[src/rtl/dkong3_video_pkg.sv]
// Shared timing defaults and helpers for the DK3 video timing block.
// Counter widths cover any legal total up to 512.
package dkong3_video_pkg;

    localparam int H_TOTAL_DEF  = 384;
    localparam int H_ACTIVE_DEF = 256;
    localparam int HS_START_DEF = 288;
    localparam int HS_END_DEF   = 320;
    localparam int V_TOTAL_DEF  = 264;
    localparam int VB_END_DEF   = 16;
    localparam int VB_START_DEF = 240;
    localparam int VS_START_DEF = 244;
    localparam int VS_END_DEF   = 248;

    localparam int H_W = 9;
    localparam int V_W = 9;

    // Half-open range test [lo, hi) done in 32-bit so a bound of 512 still fits.
    function automatic logic in_range(input int v, input int lo, input int hi);
        return (v >= lo) && (v < hi);
    endfunction

endpackage

[src/rtl/dkong3_mod_counter.sv]
// Modulo-N up counter with terminal-count flag and next-value output.
// The next value lets the parent register decode that lines up with the count.
module dkong3_mod_counter #(
    parameter int MODULUS = 384,
    parameter int WIDTH   = 9
) (
    input  logic             CLK,
    input  logic             RST,
    input  logic             I_EN,
    output logic [WIDTH-1:0] O_CNT,
    output logic [WIDTH-1:0] O_NXT,
    output logic             O_TC
);

    logic [WIDTH-1:0] cnt_q;
    logic [WIDTH-1:0] cnt_d;

    assign O_TC = (cnt_q == WIDTH'(MODULUS - 1));

    always_comb begin
        cnt_d = cnt_q;
        if (I_EN) begin
            cnt_d = O_TC ? '0 : cnt_q + WIDTH'(1);
        end
    end

    always_ff @(posedge CLK) begin
        if (RST) begin
            cnt_q <= '0;
        end else begin
            cnt_q <= cnt_d;
        end
    end

    assign O_CNT = cnt_q;
    assign O_NXT = cnt_d;

endmodule

[src/rtl/dkong3_hv_timing.sv]
// DK3 video timing: H/V counters, registered blank/sync decode, line/frame
// strobes and the VBLANK NMI latch.
module dkong3_hv_timing
    import dkong3_video_pkg::*;
#(
    parameter int H_TOTAL  = H_TOTAL_DEF,
    parameter int H_ACTIVE = H_ACTIVE_DEF,
    parameter int HS_START = HS_START_DEF,
    parameter int HS_END   = HS_END_DEF,
    parameter int V_TOTAL  = V_TOTAL_DEF,
    parameter int VB_END   = VB_END_DEF,
    parameter int VB_START = VB_START_DEF,
    parameter int VS_START = VS_START_DEF,
    parameter int VS_END   = VS_END_DEF
) (
    input  logic           CLK,
    input  logic           RST,
    input  logic           I_CEN,
    input  logic           I_FLIP,
    input  logic           I_NMI_EN,
    output logic [H_W-1:0] O_H_CNT,
    output logic [V_W-1:0] O_V_CNT,
    output logic [7:0]     O_HF,
    output logic [7:0]     O_VF,
    output logic [2:0]     O_H_PHASE,
    output logic           O_HBLANK,
    output logic           O_VBLANK,
    output logic           O_HSYNC,
    output logic           O_VSYNC,
    output logic           O_LINE_STB,
    output logic           O_FRAME_STB,
    output logic           O_NMI
);

    if (!(H_ACTIVE < HS_START && HS_START < HS_END && HS_END <= H_TOTAL &&
          H_TOTAL <= 512 && VB_END < VB_START && VB_START < VS_START &&
          VS_START < VS_END && VS_END <= V_TOTAL && V_TOTAL <= 512)) begin : g_bad_timing
        $error("dkong3_hv_timing: illegal timing parameter ordering");
    end

    logic [H_W-1:0] h_cnt, h_nxt;
    logic [V_W-1:0] v_cnt, v_nxt;
    logic           h_tc, v_tc, v_en, nmi_set;

    logic hblank_q, vblank_q, hsync_q, vsync_q;
    logic line_stb_q, frame_stb_q, nmi_q;

    assign v_en = I_CEN & h_tc;

    dkong3_mod_counter #(.MODULUS(H_TOTAL), .WIDTH(H_W)) u_h_cnt (
        .CLK   (CLK),
        .RST   (RST),
        .I_EN  (I_CEN),
        .O_CNT (h_cnt),
        .O_NXT (h_nxt),
        .O_TC  (h_tc)
    );

    dkong3_mod_counter #(.MODULUS(V_TOTAL), .WIDTH(V_W)) u_v_cnt (
        .CLK   (CLK),
        .RST   (RST),
        .I_EN  (v_en),
        .O_CNT (v_cnt),
        .O_NXT (v_nxt),
        .O_TC  (v_tc)
    );

    // Rising edge of VBLANK is exactly the line step that loads VB_START.
    assign nmi_set = v_en && (int'(v_nxt) == VB_START);

    // Flags decode the next count so they change on the same edge as the count.
    always_ff @(posedge CLK) begin
        if (RST) begin
            hblank_q    <= 1'b0;
            vblank_q    <= 1'b1;
            hsync_q     <= 1'b0;
            vsync_q     <= 1'b0;
            line_stb_q  <= 1'b0;
            frame_stb_q <= 1'b0;
            nmi_q       <= 1'b0;
        end else begin
            hblank_q    <= in_range(int'(h_nxt), H_ACTIVE, H_TOTAL);
            hsync_q     <= in_range(int'(h_nxt), HS_START, HS_END);
            vblank_q    <= !in_range(int'(v_nxt), VB_END, VB_START);
            vsync_q     <= in_range(int'(v_nxt), VS_START, VS_END);
            line_stb_q  <= v_en;
            frame_stb_q <= v_en & v_tc;
            if (!I_NMI_EN) begin
                nmi_q <= 1'b0;
            end else if (nmi_set) begin
                nmi_q <= 1'b1;
            end
        end
    end

    assign O_H_CNT     = h_cnt;
    assign O_V_CNT     = v_cnt;
    assign O_HF        = h_cnt[7:0] ^ {8{I_FLIP}};
    assign O_VF        = v_cnt[7:0] ^ {8{I_FLIP}};
    assign O_H_PHASE   = h_cnt[2:0];
    assign O_HBLANK    = hblank_q;
    assign O_VBLANK    = vblank_q;
    assign O_HSYNC     = hsync_q;
    assign O_VSYNC     = vsync_q;
    assign O_LINE_STB  = line_stb_q;
    assign O_FRAME_STB = frame_stb_q;
    assign O_NMI       = nmi_q;

endmodule

[config.mk]
export PLATFORM = sky130hd
export DESIGN_NAME = dkong3_hv_timing
export DESIGN_NICKNAME = d
export VERILOG_FILES = /design/src/rtl/dkong3_video_pkg.sv /design/src/rtl/dkong3_mod_counter.sv /design/src/rtl/dkong3_hv_timing.sv
export SDC_FILE = /design/constraint.sdc
export NUM_CORES = 1
export LEC_CHECK = 0
export CAP_MARGIN = 10
export CORE_ASPECT_RATIO = 0.7
export CORE_MARGIN = 1
export CORE_UTILIZATION = 40
export CTS_BUF_LIST = sky130_fd_sc_hd__clkbuf_4 sky130_fd_sc_hd__clkbuf_8
export DETAILED_ROUTE_END_ITERATION = 8
export PLACE_DENSITY = 0.75
export SLEW_MARGIN = 20
export SYNTH_ARGS = -nofsm -noshare
export SYNTH_HDL_FRONTEND = slang
export SYNTH_SLANG_ARGS = --single-unit
[constraint.sdc]
create_clock -name CLK -period 4.3 [get_ports CLK]
set_input_delay 1.29 -clock CLK [delete_from_list [all_inputs] [get_ports CLK]]
set_output_delay 1.29 -clock CLK [all_outputs]
set_load 0.005 [all_outputs]
==> results.yml <==
logic_synthesis:
  synth_area_um2: 1530
  syn_nets: 199
  yosysMostFrequentCell: "dfxtp_1"
  ys_types: 44
  synthTopCellsByArea: "dfxtp_1, xor2_1, nor2_1"
  synth_top_area_cell: "dfxtp_1"
  yosysWarnings: 0
  yosysTopAreaCellShare_pct: 32.7
  synth_edf_count: 0
  netlist_instances: 192
  yosys-top-cells-count: "dfxtp_1, nor2_1, xor2_1"
  synth_flop_cell: "dfxtp_1"
  seq_area_frac_synth_pct: 32.7
  synth.avg_cell_area_um2: 7.96
  synth-seq-cells: 25
  synth_async_sr_flop_share_pct: 0
timing:
  clock_skew_ps: 3.15
  fin_crit_ps: 3960
  setup_viol: 0
  fmax_mhz: 253
  worstMarginPinSlew_ps: 497
  setup_tns_ps: 0
  grt_setup_unrepaired: "no"
  finalHoldViolations: 0
  timing.final.crit_share_pct: 92.1
  slew_viol_final: 0
  relSlewSlack_pct: 66.6
setup_path:
  crit_chain: "clkdlybuf4s50_1, buf_12, xor2_1, clkdlybuf4s50_1"
  cpLargestDelayFamily: "buffers and inverters"
  crit_buf_inv: 3
  cp_common_cell: "clkdlybuf4s50_1"
  path_max_fanout: 16
  cp-start-kind: "input port"
  end_kind: "primary output"
  path_class: "input port to primary output"
  required_ps: 3010
  max_stage_delay_ps: 520
  slowest_stage: "clkdlybuf4s50_1"
  arrival_ps: 2670
min_path:
  hp-class: "register to register"
floorplanning:
  start_util_pct: 42.7
  boundaryPins: 49
  die_h_um: 53.7
  die-area_um2: 4080
  die_w_um: 75.9
  rows: 18
  core_um2: 3580
clocking:
  cts_tree: "built"
  post-cts-setup-buffers: 0
  h-tree-depth: 1
  cts_sinks: 25
  cts_resized: 0
  cts_buffers: 3
  cts_max_path_buffers: 2
  ctsHoldBuffers: 0
  clock_latency_ps: 280
  clock_tree.root_cell: "clkbuf_8"
  clk_pin_slew_ps: 80
routing:
  first_pass_iters: 4
  wire_per_inst_um: 13.4
  vias_per_cell: 5.34
  drc: 0
  routed_wl_um: 3740
  ant_nets: 0
  drt_iter0_markers: 114
  vias: 1491
global_routing:
  grtUsageTotal_pct: 19.6
  globalRouteOverflowTotal: 0
  antenna_found_initial: 0
  grt_first_pass_wirelength_um: 5900
  grt_max_degree: 17
  grt_pass1_vias: 1213
layout:
  drive_gt1_share_pct: 5.24
  nNetsFinal: 237
  num_antenna_cells: 0
  area_delta_synth_final_pct: 35.4
  fin_area_um2: 2070
job:
  max_cap_viol_count: 0
pwr:
  power_density_nw_per_um2: 209
  leakage_nw: 0.722
  peakVddDrop_mv: 0.134
placement:
  gp_congestion: 0.856
  port_buffers: 48
  place_hpwl_um: 2680
  dpl_cell_area_um2: 2020
run_status:
  outcome: "finished, final reports clean"
metal layers:
layer	up-vias	routed length (µm)	global-route usage, %
met1	667	1900	29.6
met3	5	331	5.43
met2	68	1470	27.0
met4	0	33	4.63
li1	751	-	-
met5	-	0	0
per-stage QoR:
step | setup slack (ps) | total power [mW] | std cells | hold slack, ps | utilization, %
final | 340 | 0.434 | 279 | 501 | 57.8
after global routing | 290 | 0.451 | 279 | 537 | 57.8
after CTS | 331 | 0.439 | 279 | 504 | 57.8
after detailed placement | 346 | 0.289 | 275 | 483 | 56.5
after global placement | 358 | 0.289 | 275 | 480 | 56.5
after floorplan | 768 | 0.259 | 192 | 478 | -
path summary, 6_finish.rpt:
kind	from	endpoint	slack, ps	depth (start not counted)
worst max-delay path	I_FLIP	O_HF[6]	340	4
worst min-delay path	O_NMI$_SDFFE_PP0P_	O_NMI$_SDFFE_PP0P_	500	2
worst max register to register	u_v_cnt.O_CNT[0]$_SDFF_PP0_	O_VSYNC$_SDFF_PP0_	1930	6
worst min register to register	O_NMI$_SDFFE_PP0P_	O_NMI$_SDFFE_PP0P_	500	2
area by class of cell:
type	count	area, µm²
Tap cell	50	62.6
Timing Repair Buffer	52	523
Clock buffer	4	48.8
Fill cell	330	1510
Multi-Input combinational cell	146	928
Inverter	2	7.51
Sequential cell	25	500
worst reg2reg max path: cells and delay by family (launching register included):
kind,cells,cell delay [ps]
AOI/OAI and AO/OA,3,860
DFF,1,500
adders and majority gates,1,340
and+or+nand+nor,2,580
cells in the final DEF (no fill, tap or decap), drive strengths merged, types with 4 or more instances in the layout:
cell type | netlist | final
xnor2 | 5 | 5
nand2 | 9 | 9
nor3 | 9 | 9
a21oi | 12 | 12
xor2 | 21 | 21
clkbuf | 11 | 4
nor4 | 5 | 5
o21ai | 7 | 7
nand2b | 4 | 4
nand3 | 9 | 9
nor2 | 24 | 24
buf | 8 | 4
nand4 | 5 | 5
clkdlybuf4s50 | 0 | 48
dfxtp | 25 | 25
where the power goes:
| part | total [mW] | switching, mW | internal, mW |
|---|---|---|---|
| combinational | 0.0486 | 0.0182 | 0.0303 |
| sequential | 0.235 | 0.00249 | 0.233 |
| clock | 0.150 | 0.0772 | 0.0728 |
cell families (layout without fill, tap and decap cells):
family,count (synthesis),after routing,share of synthesized area [%]
compound gates,35,35,14.6
xor+xnor,26,26,14.9
fa+ha+maj,2,2,1.64
buf+inv,21,58,6.55
flops,25,25,32.7
mux,2,2,1.31
simple gates,81,81,28.3
Note: power is estimated with default switching activity, not from simulation.
